**src/rtl/cam_capture_gray_if.sv**
```systemverilog
// Camera byte stream in, frame-buffer write port out, for one cam_capture_gray instance.
// The slave side is the capture block; the master side is the camera/frame-buffer environment.
interface cam_capture_gray_if #(
  parameter int ADDR_W = 19
) ();
  logic              cam_vsync;
  logic              cam_href;
  logic [7:0]        cam_d;
  logic              capture_en;
  logic              wr_en;
  logic [ADDR_W-1:0] wr_addr;
  logic [7:0]        wr_data;
  logic [3:0]        wr_data_avg;
  logic              frame_done;
  logic              line_err;

  modport master (
    output cam_vsync, cam_href, cam_d, capture_en,
    input  wr_en, wr_addr, wr_data, wr_data_avg, frame_done, line_err
  );

  modport slave (
    input  cam_vsync, cam_href, cam_d, capture_en,
    output wr_en, wr_addr, wr_data, wr_data_avg, frame_done, line_err
  );
endinterface

```
**src/rtl/cam_capture_gray.sv**
```systemverilog
// OV7670-style RGB565 byte stream to 8-bit grayscale frame-buffer writes.
// Skips settling frames after reset, then captures whole frames while capture_en is set.
module cam_capture_gray #(
  parameter int H_ACTIVE    = 640,
  parameter int V_ACTIVE    = 480,
  parameter int ADDR_W      = 19,
  parameter int SKIP_FRAMES = 2
) (
  input  logic              clk,
  input  logic              rst,
  cam_capture_gray_if.slave bus
);

  localparam int COL_W  = $clog2(H_ACTIVE + 1);
  localparam int ROW_W  = $clog2(V_ACTIVE + 1);
  localparam int SKIP_W = (SKIP_FRAMES < 2) ? 1 : $clog2(SKIP_FRAMES + 1);

  localparam logic [COL_W-1:0] H_LIM = COL_W'(H_ACTIVE);
  localparam logic [ROW_W-1:0] V_LIM = ROW_W'(V_ACTIVE);

  localparam logic [15:0] COEF_R = 16'd77;
  localparam logic [15:0] COEF_G = 16'd150;
  localparam logic [15:0] COEF_B = 16'd29;

  typedef enum logic [1:0] {
    S_SKIP,
    S_WAIT,
    S_FRAME
  } state_t;

  state_t state_q, state_d;

  logic              vsync_q, href_q;
  logic              vsync_rise, href_rise, href_fall;
  logic [SKIP_W-1:0] skip_cnt_q;
  logic              skip_done, skip_inc;
  logic              frame_start, frame_end;

  logic              phase_q;
  logic [COL_W-1:0]  col_q;
  logic [ROW_W-1:0]  row_q;
  logic [ADDR_W-1:0] addr_cnt_q;
  logic              line_err_q;
  logic              frame_done_q;

  logic              capturing, byte_first, byte_second;
  logic              row_ok, col_ok;
  logic              pix_accept, pix_overrun, odd_drop;
  logic [7:0]        byte_hi;

  logic [7:0]        pix_hi_p0, pix_lo_p0;
  logic [ADDR_W-1:0] addr_p0;
  logic              vld_p0;
  logic [15:0]       sum_p1;
  logic [ADDR_W-1:0] addr_p1;
  logic              vld_p1;
  logic              wr_en_p2;
  logic [ADDR_W-1:0] wr_addr_p2;
  logic [7:0]        wr_data_p2;

  // Weighted luma sum of the 8-bit-expanded channels; 77+150+29 = 256 keeps it within 16 bits.
  function automatic logic [15:0] gray_sum(input logic [7:0] hi, input logic [7:0] lo);
    logic [4:0] r5;
    logic [5:0] g6;
    logic [4:0] b5;
    logic [7:0] r8, g8, b8;
    r5 = hi[7:3];
    g6 = {hi[2:0], lo[7:5]};
    b5 = lo[4:0];
    r8 = {r5, r5[4:2]};
    g8 = {g6, g6[5:4]};
    b8 = {b5, b5[4:2]};
    return (COEF_R * {8'd0, r8}) + (COEF_G * {8'd0, g8}) + (COEF_B * {8'd0, b8});
  endfunction

  function automatic logic [7:0] gray_trunc(input logic [15:0] s);
    return s[15:8];
  endfunction

  assign vsync_rise = bus.cam_vsync & ~vsync_q;
  assign href_rise  = bus.cam_href & ~href_q;
  assign href_fall  = ~bus.cam_href & href_q;
  assign skip_done  = (int'(skip_cnt_q) + 1) >= SKIP_FRAMES;

  always_ff @(posedge clk or posedge rst) begin
    if (rst) state_q <= S_SKIP;
    else     state_q <= state_d;
  end

  always_comb begin
    state_d     = state_q;
    frame_start = 1'b0;
    frame_end   = 1'b0;
    skip_inc    = 1'b0;
    if (vsync_rise) begin
      case (state_q)
        S_SKIP: begin
          skip_inc = 1'b1;
          if (skip_done) state_d = S_WAIT;
        end
        S_WAIT: begin
          if (bus.capture_en) begin
            state_d     = S_FRAME;
            frame_start = 1'b1;
          end
        end
        S_FRAME: begin
          frame_end = 1'b1;
          if (bus.capture_en) frame_start = 1'b1;
          else                state_d     = S_WAIT;
        end
        default: state_d = S_SKIP;
      endcase
    end
  end

  // A vsync rise always wins over byte handling, which discards any half-received pixel.
  assign capturing   = (state_q == S_FRAME) && !vsync_rise;
  assign byte_first  = capturing && bus.cam_href && (href_rise || !phase_q);
  assign byte_second = capturing && bus.cam_href && !href_rise && phase_q;
  assign row_ok      = row_q < V_LIM;
  assign col_ok      = col_q < H_LIM;
  assign pix_accept  = byte_second && row_ok && col_ok;
  assign pix_overrun = byte_second && row_ok && !col_ok;
  assign odd_drop    = capturing && href_fall && phase_q && row_ok;

  always_ff @(posedge clk or posedge rst) begin
    if (rst) begin
      vsync_q      <= 1'b0;
      href_q       <= 1'b0;
      skip_cnt_q   <= '0;
      phase_q      <= 1'b0;
      col_q        <= '0;
      row_q        <= '0;
      addr_cnt_q   <= '0;
      line_err_q   <= 1'b0;
      frame_done_q <= 1'b0;
      vld_p0       <= 1'b0;
      vld_p1       <= 1'b0;
      wr_en_p2     <= 1'b0;
      wr_addr_p2   <= '0;
      wr_data_p2   <= '0;
    end else begin
      vsync_q      <= bus.cam_vsync;
      href_q       <= bus.cam_href;
      frame_done_q <= frame_end;
      if (skip_inc) skip_cnt_q <= skip_cnt_q + 1'b1;

      if (frame_start) begin
        phase_q    <= 1'b0;
        col_q      <= '0;
        row_q      <= '0;
        addr_cnt_q <= '0;
        line_err_q <= 1'b0;
      end else if (vsync_rise) begin
        phase_q <= 1'b0;
        col_q   <= '0;
      end else if (capturing) begin
        if (href_rise)   col_q   <= '0;
        if (byte_first)  phase_q <= 1'b1;
        if (byte_second) phase_q <= 1'b0;
        if (pix_accept) begin
          col_q      <= col_q + 1'b1;
          addr_cnt_q <= addr_cnt_q + 1'b1;
        end
        if (pix_overrun || odd_drop) line_err_q <= 1'b1;
        // Row advances even on dropped lines, saturating so later lines stay dropped.
        if (href_fall) begin
          phase_q <= 1'b0;
          if (row_ok) row_q <= row_q + 1'b1;
        end
      end

      // p0 -> p1 -> p2 valid chain
      vld_p0   <= pix_accept;
      vld_p1   <= vld_p0;
      wr_en_p2 <= vld_p1;
      if (vld_p1) begin
        wr_addr_p2 <= addr_p1;
        wr_data_p2 <= gray_trunc(sum_p1);
      end
    end
  end

  // Data-only stages: p0 holds the byte pair and its address, p1 the luma sum.
  always_ff @(posedge clk) begin
    if (byte_first) byte_hi <= bus.cam_d;
    if (pix_accept) begin
      pix_hi_p0 <= byte_hi;
      pix_lo_p0 <= bus.cam_d;
      addr_p0   <= addr_cnt_q;
    end
    sum_p1  <= gray_sum(pix_hi_p0, pix_lo_p0);
    addr_p1 <= addr_p0;
  end

  assign bus.wr_en       = wr_en_p2;
  assign bus.wr_addr     = wr_addr_p2;
  assign bus.wr_data     = wr_data_p2;
  assign bus.wr_data_avg = wr_data_p2[7:4];
  assign bus.frame_done  = frame_done_q;
  assign bus.line_err    = line_err_q;

endmodule

```
**src/flat_wrapper.sv**
```systemverilog
// flat-port wrapper written by rule: the top's interface ports become plain ports
module cam_capture_gray_flat 
#(
  parameter int H_ACTIVE    = 640,
  parameter int V_ACTIVE    = 480,
  parameter int ADDR_W      = 19,
  parameter int SKIP_FRAMES = 2
)
  (clk, rst, bus_cam_vsync, bus_cam_href, bus_cam_d, bus_capture_en, bus_wr_en, bus_wr_addr, bus_wr_data, bus_wr_data_avg, bus_frame_done, bus_line_err);
  cam_capture_gray_if #(.ADDR_W(ADDR_W)) bus_i ();
  input  logic clk;
  input  logic rst;
  input wire logic [$bits(bus_i.cam_vsync)-1:0] bus_cam_vsync;
  input wire logic [$bits(bus_i.cam_href)-1:0] bus_cam_href;
  input wire logic [$bits(bus_i.cam_d)-1:0] bus_cam_d;
  input wire logic [$bits(bus_i.capture_en)-1:0] bus_capture_en;
  output wire logic [$bits(bus_i.wr_en)-1:0] bus_wr_en;
  output wire logic [$bits(bus_i.wr_addr)-1:0] bus_wr_addr;
  output wire logic [$bits(bus_i.wr_data)-1:0] bus_wr_data;
  output wire logic [$bits(bus_i.wr_data_avg)-1:0] bus_wr_data_avg;
  output wire logic [$bits(bus_i.frame_done)-1:0] bus_frame_done;
  output wire logic [$bits(bus_i.line_err)-1:0] bus_line_err;
  assign bus_i.cam_vsync = bus_cam_vsync;
  assign bus_i.cam_href = bus_cam_href;
  assign bus_i.cam_d = bus_cam_d;
  assign bus_i.capture_en = bus_capture_en;
  assign bus_wr_en = bus_i.wr_en;
  assign bus_wr_addr = bus_i.wr_addr;
  assign bus_wr_data = bus_i.wr_data;
  assign bus_wr_data_avg = bus_i.wr_data_avg;
  assign bus_frame_done = bus_i.frame_done;
  assign bus_line_err = bus_i.line_err;
  cam_capture_gray #(.H_ACTIVE(H_ACTIVE), .V_ACTIVE(V_ACTIVE), .ADDR_W(ADDR_W), .SKIP_FRAMES(SKIP_FRAMES)) u_core (.clk(clk), .rst(rst), .bus(bus_i));
endmodule
```
**config.mk**
```make
export PLATFORM = sky130hd
export DESIGN_NAME = cam_capture_gray_flat
export DESIGN_NICKNAME = d
export VERILOG_FILES = /design/src/rtl/cam_capture_gray_if.sv /design/src/rtl/cam_capture_gray.sv /design/src/flat_wrapper.sv
export SDC_FILE = /design/constraint.sdc
export NUM_CORES = 1
export LEC_CHECK = 0
export CAP_MARGIN = 20
export CELL_PAD_IN_SITES_DETAIL_PLACEMENT = 1
export CELL_PAD_IN_SITES_GLOBAL_PLACEMENT = 2
export CORE_ASPECT_RATIO = 1.5
export CORE_UTILIZATION = 45
export CTS_CLUSTER_DIAMETER = 50
export CTS_CLUSTER_SIZE = 40
export DETAILED_ROUTE_END_ITERATION = 8
export GPL_ROUTABILITY_DRIVEN = 0
export PLACE_DENSITY_LB_ADDON = 0.15
export SKIP_LAST_GASP = 1
export SYNTH_ARGS = -nofsm -noshare
export SYNTH_HDL_FRONTEND = slang
export SYNTH_SLANG_ARGS = --single-unit
```
**constraint.sdc**
```tcl
create_clock -name clk -period 14.2 [get_ports clk]
set_clock_uncertainty 0.15 [all_clocks]
set_input_delay 2.84 -clock clk [delete_from_list [all_inputs] [get_ports clk]]
set_output_delay 2.84 -clock clk [all_outputs]
set_load 0.05 [all_outputs]
```
# Word-level counts from Yosys, hierarchy flattened
# Cells that the tools add are included.
dict set report totals {
  in_bits 13
  elab_cells 114
  reg_bits 155
}
dict set report op_classes {
  n_mux 35
  eq_ne 6
  magnitude_cmp 3
  reduce_logical 33
  n_bitwise 6
  n_addsub 7
  n_mul 3
}
# cell count
set op_table {}
lappend op_table {{$mux W19} 4}
lappend op_table {{$mux W10} 5}
lappend op_table {{$mux W9} 5}
lappend op_table {{$ge A32 B3 Y1 const B} 1}
lappend op_table {{$mul A7 B8 Y15 const A} 2}
lappend op_table {{$add A19 B1 Y19 const B} 1}
lappend op_table {{$mux W1} 17}
lappend op_table {{$add A15 B16 Y16} 1}
lappend op_table {{$add A16 B13 Y16} 1}
lappend op_table {{$mul A5 B8 Y13 const A} 1}
lappend op_table {{$logic_and A1 B1 Y1} 11}
lappend op_table {{$add A10 B1 Y10 const B} 1}
lappend op_table {{$lt A10 B10 Y1 const B} 1}
lappend op_table {{$reduce_bool A2 Y1} 5}
lappend op_table {{$add A9 B1 Y9 const B} 1}
lappend op_table {{$lt A9 B9 Y1 const B} 1}
lappend op_table {{$reduce_and A4 Y1} 2}
lappend op_table {{$mux W2} 3}
lappend op_table {{$ne A2 B2 Y1 const B} 3}
lappend op_table {{$pmux W2 S3} 1}
lappend op_table {{$reduce_and A3 Y1} 2}
lappend op_table {{$reduce_bool A5 Y1} 1}
lappend op_table {{$logic_not A1 Y1} 4}
lappend op_table {{$reduce_and A2 Y1} 2}
lappend op_table {{12 further kinds} 17}

# Logic depth before layout (Yosys ltp)
dict set report depth {
  depth_word 14
  ltp_mapped 24
  mapped_depth_nobuf 24
}

# Least setup slack after synthesis
# No wires, ideal clock.
dict set report synth_path {
  kind {register to register}
  start {register u_core.pix_hi_p0[1]}
  end {register u_core.sum_p1[14]}
  required_ps 13929
  path_buffers 0
  path_stages_with_launch 22
  path_slack_ps 7786
  setup_time_ps 121
  arrival_ps 6143
  cell_sequence {edfxtp_1 -> ha_1 -> ha_1 -> inv_1 -> fa_1 -> fa_1 -> inv_1 -> ha_1 -> xnor2_1 -> fa_1 -> fa_1 -> inv_1 -> fa_1 -> fa_1 -> inv_1 -> ha_1 -> o21ai_0 -> a221oi_1 -> a211oi_2 -> a21oi_1 -> mux2i_1 -> nand2_1}
}
dict set report synth_between {
  elab_chain_cells 3
}
# item line_no
set synth_rtl {}
lappend synth_rtl {{from (decl)} cam_capture_gray.sv:51} ;# logic [7:0] pix_hi_p0, pix_lo_p0;
lappend synth_rtl {{from (signal assigned)} cam_capture_gray.sv:189} ;# pix_hi_p0 <= byte_hi;
lappend synth_rtl {{$mul A7 B8 Y15} cam_capture_gray.sv:73} ;# return (COEF_R * {8'd0, r8}) + (COEF_G * {8'd0, g8}) + (COEF_B * {8'd0, b8});
lappend synth_rtl {{$add A15 B16 Y16} cam_capture_gray.sv:73}
lappend synth_rtl {{$add A16 B13 Y16} cam_capture_gray.sv:73}
lappend synth_rtl {{to (signal assigned)} cam_capture_gray.sv:193} ;# sum_p1 <= gray_sum(pix_hi_p0, pix_lo_p0);
lappend synth_rtl {{to (decl)} cam_capture_gray.sv:54} ;# logic [15:0] sum_p1;
# Every way passes these cells.
# A chain may end at the register's enable or synchronous reset.

# Worst setup path in the final report
# Same ends and word-level chain as after synthesis.

==> impl_metrics.csv <==
group,metric,value,unit
run_status,status,"completed",
clocking,hold_buffers,0,
timing,finalWorstPathRequiredPeriod,7.026,ns
clocking,cts_resized,0,
placed_design,place_inst,941,
timing,rsz0062_at_grt,"false",
floorplanning,die_x,113.0,microns
timing,setup_ws,7.174,ns
critical_path,cp_data_required_time,14.36,ns
final_layout,diodes,0,
critical_path,worstPathArrival,7.19,ns
final_layout,fin_cells,975,
yosys,synth_enable_flop_cells,43,
pwr,p_total,1.393,mW
yosys,synthArstFlopShare,0.5238,
placed_design,place_area,8992,sq um
clocking,cts_setup_buffers,0,
critical_path,critPathMaxFanout,8,
yosys,synth_area_per_cell,12.08,sq um
clocking,clockBufferDepth,2,
drt,via_per_inst,5.177,
clocking,clock_sinks,147,
global_route,grt_pass1_vias,5845,
clocking,htree_num_levels,4,
floorplanning,top_level_ports,47,
drt,wl,17.96,mm
global_route,grt_start_max_net_pins,78,
final_layout,drive_above_1_share,0.1029,
clocking,clk_pin_slew,0.07,ns
drt,drc,0,
clocking,cts_made_buffers,17,
floorplanning,start_util,0.4613,
critical_path,worstSetupPathType,"reg -> reg",
floorplanning,fp-row-count,60,
drt,dr.pass1.iters,4,
final_layout,design_area,9647,sq um
yosys,syn-num-nets,845,
final_layout,fillers,1864,
global_route,antenna_found_initial,0,
yosys,yosysWarnings,0,
pwr,peakVddDrop,0.09398,mV
timing,final_hold_viol_count,0,
drt,drt-initial-drc-count,132,
global_route,use_met2,0.4034,
yosys,ys_seq_area_frac,0.4522,
global_route,grt_use_met3,0.03366,
final_layout,multi_input_area,4084,sq um
pwr,p_leak,4.557,nW
timing,fmax,142.3,MHz
yosys,syn_inst,688,
global_route,grt_pass1_wl,30.18,mm
run,cap_violations,0,
timing,slew_violations,0,
critical_path,cp-end-kind,"flip-flop",
timing,maxSlewHeadroom,0.5577,
floorplanning,die_h,168.5,microns
timing,timing.final.crit_share,0.4948,
placed_design,place_ws,7.213,ns
worst_hold_path,hold_path_depth,0,
placed_design,dp_hpwl,13.63,mm
final_layout,nets,902,
global_route,gr-max-usage-layer,"met2",
yosys,synth.distinct_cells,53,
floorplanning,core_area,18020,sq um
floorplanning,die-area,19030,sq um
timing,setup_viol,0,
critical_path,start_kind,"flip-flop",
placed_design,port-buffer-count,46,
global_route,grt_util_all_layers,0.2104,
drt,drtAntennaViolNets,0,
yosys,ys_ff_latch,147,
worst_hold_path,hold_path.class,"reg -> reg",
final_layout,seqCellArea,3759,sq um
pwr,powerDensity,144.4,nW/um^2
critical_path,r2r_cells,21,
yosys,syn_area,8312,sq um
clocking,cts_root_buf,"clkbuf_16",
drt,vias,5048,
timing,fin_tns_setup,0,ns
yosys,synth-main-ff-cell,"dfrtp_1",
timing,tightestPinTransition,0.6635,ns
global_route,grtUsageMet1,0.2279,
clocking,insertion_delay,0.43,ns
drt,wl_per_cell,18.42,microns
final_layout,syn2layout_area_growth,16.06,%
clocking,cts_tree,"built",
global_route,grt_remaining_overflow,0,
layer usage:
metal	wire length (microns)	vias up
met2	10390	47
li1	-	2417
met1	6833	2560
met4	428	0
met5	0	-
met3	304	24
cells in the mapped netlist (all sizes together), types with 12 or more instances:
cell type,instances,share of area
a21oi,19,0.011
and3,15,0.011
dfrtp,77,0.23
dfxtp,27,0.065
edfxtp,43,0.16
fa,54,0.13
ha,90,0.14
inv,103,0.047
mux2,29,0.039
nand2,27,0.012
nand3,15,0.0096
nand4,12,0.011
nor2,40,0.018
o21ai,26,0.017
xnor2,22,0.023
xor2,18,0.019
final timing paths:
kind / start / slack [ns] / endpoint
setup reg to reg: u_core.pix_hi_p0[1]$_DFFE_PP_ / 7.17 / u_core.sum_p1[14]$_DFF_P_
min in group asynchronous: rst / 2.55 / u_core.bus.wr_data[0]$_DFFE_PP0P_
max in group asynchronous: rst / 10.78 / u_core.col_q[4]$_DFFE_PP0P_
hold reg to reg: u_core.addr_p0[7]$_DFFE_PP_ / 0.19 / u_core.addr_p1[7]$_DFF_P_
setup / recovery: u_core.pix_hi_p0[1]$_DFFE_PP_ / 7.17 / u_core.sum_p1[14]$_DFF_P_
hold / removal: u_core.addr_p0[7]$_DFFE_PP_ / 0.19 / u_core.addr_p1[7]$_DFF_P_
power by group:
group          switching, mW  internal [mW]  leakage [nW]
Clock                  0.205          0.247         0.300
Sequential            0.0287          0.480          1.70
Combinational          0.259          0.173          2.56
Total                  0.493          0.900          4.56
logic make-up (layout without fill, tap and decap cells):
kind of cell,count (synthesis),count (layout),synth area share
xor gates and xnor gates,40,40,0.04215
DFF,147,147,0.4522
muxes,32,32,0.04290
adders and majority gates,144,144,0.2655
AOI/OAI and AO/OA,71,71,0.05389
and+or+nand+nor,137,137,0.08686
buffers and inverters,117,187,0.05645
state kept, by name (all words and copies together), names as in the netlist, 8 cells and up:
signal / flops
u_core.addr_cnt_q: 19
u_core.byte_hi: 8
u_core.bus.wr_data: 8
u_core.addr_p0: 19
u_core.row_q: 9
u_core.sum_p1: 8
u_core.col_q: 10
u_core.addr_p1: 19
u_core.pix_hi_p0: 8
u_core.pix_lo_p0: 8
u_core.bus.wr_addr: 19
area by class of cell:
type,count,share of cell area
multi-input cells,424,0.4233
flip-flops and latches,147,0.3896
repair buffers,52,0.05577
clock buffers,18,0.04669
inverters,103,0.04021
well taps,217,0.02815
clock inverters,14,0.01621
cell usage in the layout, fill, tap and decap left out, types with 6 or more instances in the layout:
cell type	synthesis	layout
and3_1	15	15
clkdlybuf4s50_1	0	46
o21ai_0	25	25
edfxtp_1	43	43
a21oi_1	19	19
inv_1	102	101
nand3_1	14	14
ha_1	90	90
dfrtp_1	77	77
clkbuf_16	0	18
fa_1	54	54
dfxtp_1	27	27
nor3_1	8	8
xor2_1	18	18
xnor2_1	22	22
nor2_1	40	40
inv_8	0	6
mux2_2	29	29
nand4_1	11	11
nand2_1	27	27
worst max-delay path, stage by stage (launching register included):
cell and delay (ns):
edfxtp_1 0.54, ha_1 0.34, ha_1 0.27, inv_1 0.05, fa_1 0.50, fa_1 0.53, inv_1 0.05, ha_1 0.37
xnor2_1 0.26, fa_1 0.48, fa_1 0.52, inv_1 0.07, fa_1 0.48, fa_1 0.55, inv_1 0.04, ha_1 0.33
o21ai_0 0.12, a221oi_1 0.46, a211oi_2 0.20, a21oi_1 0.30, mux2i_1 0.22, nand2_1 0.06
metrics by stage:
stage	hold slack (ns)	util
5_1_grt	0.2109	0.5354
4_1_cts	0.1928	0.5328
3_5_place_dp	0.1779	0.4991
3_3_place_gp	0.1752	0.4991
6_report	0.1892	0.5354
2_1_floorplan	0.1733	-
(Power assumes the default switching activity.)
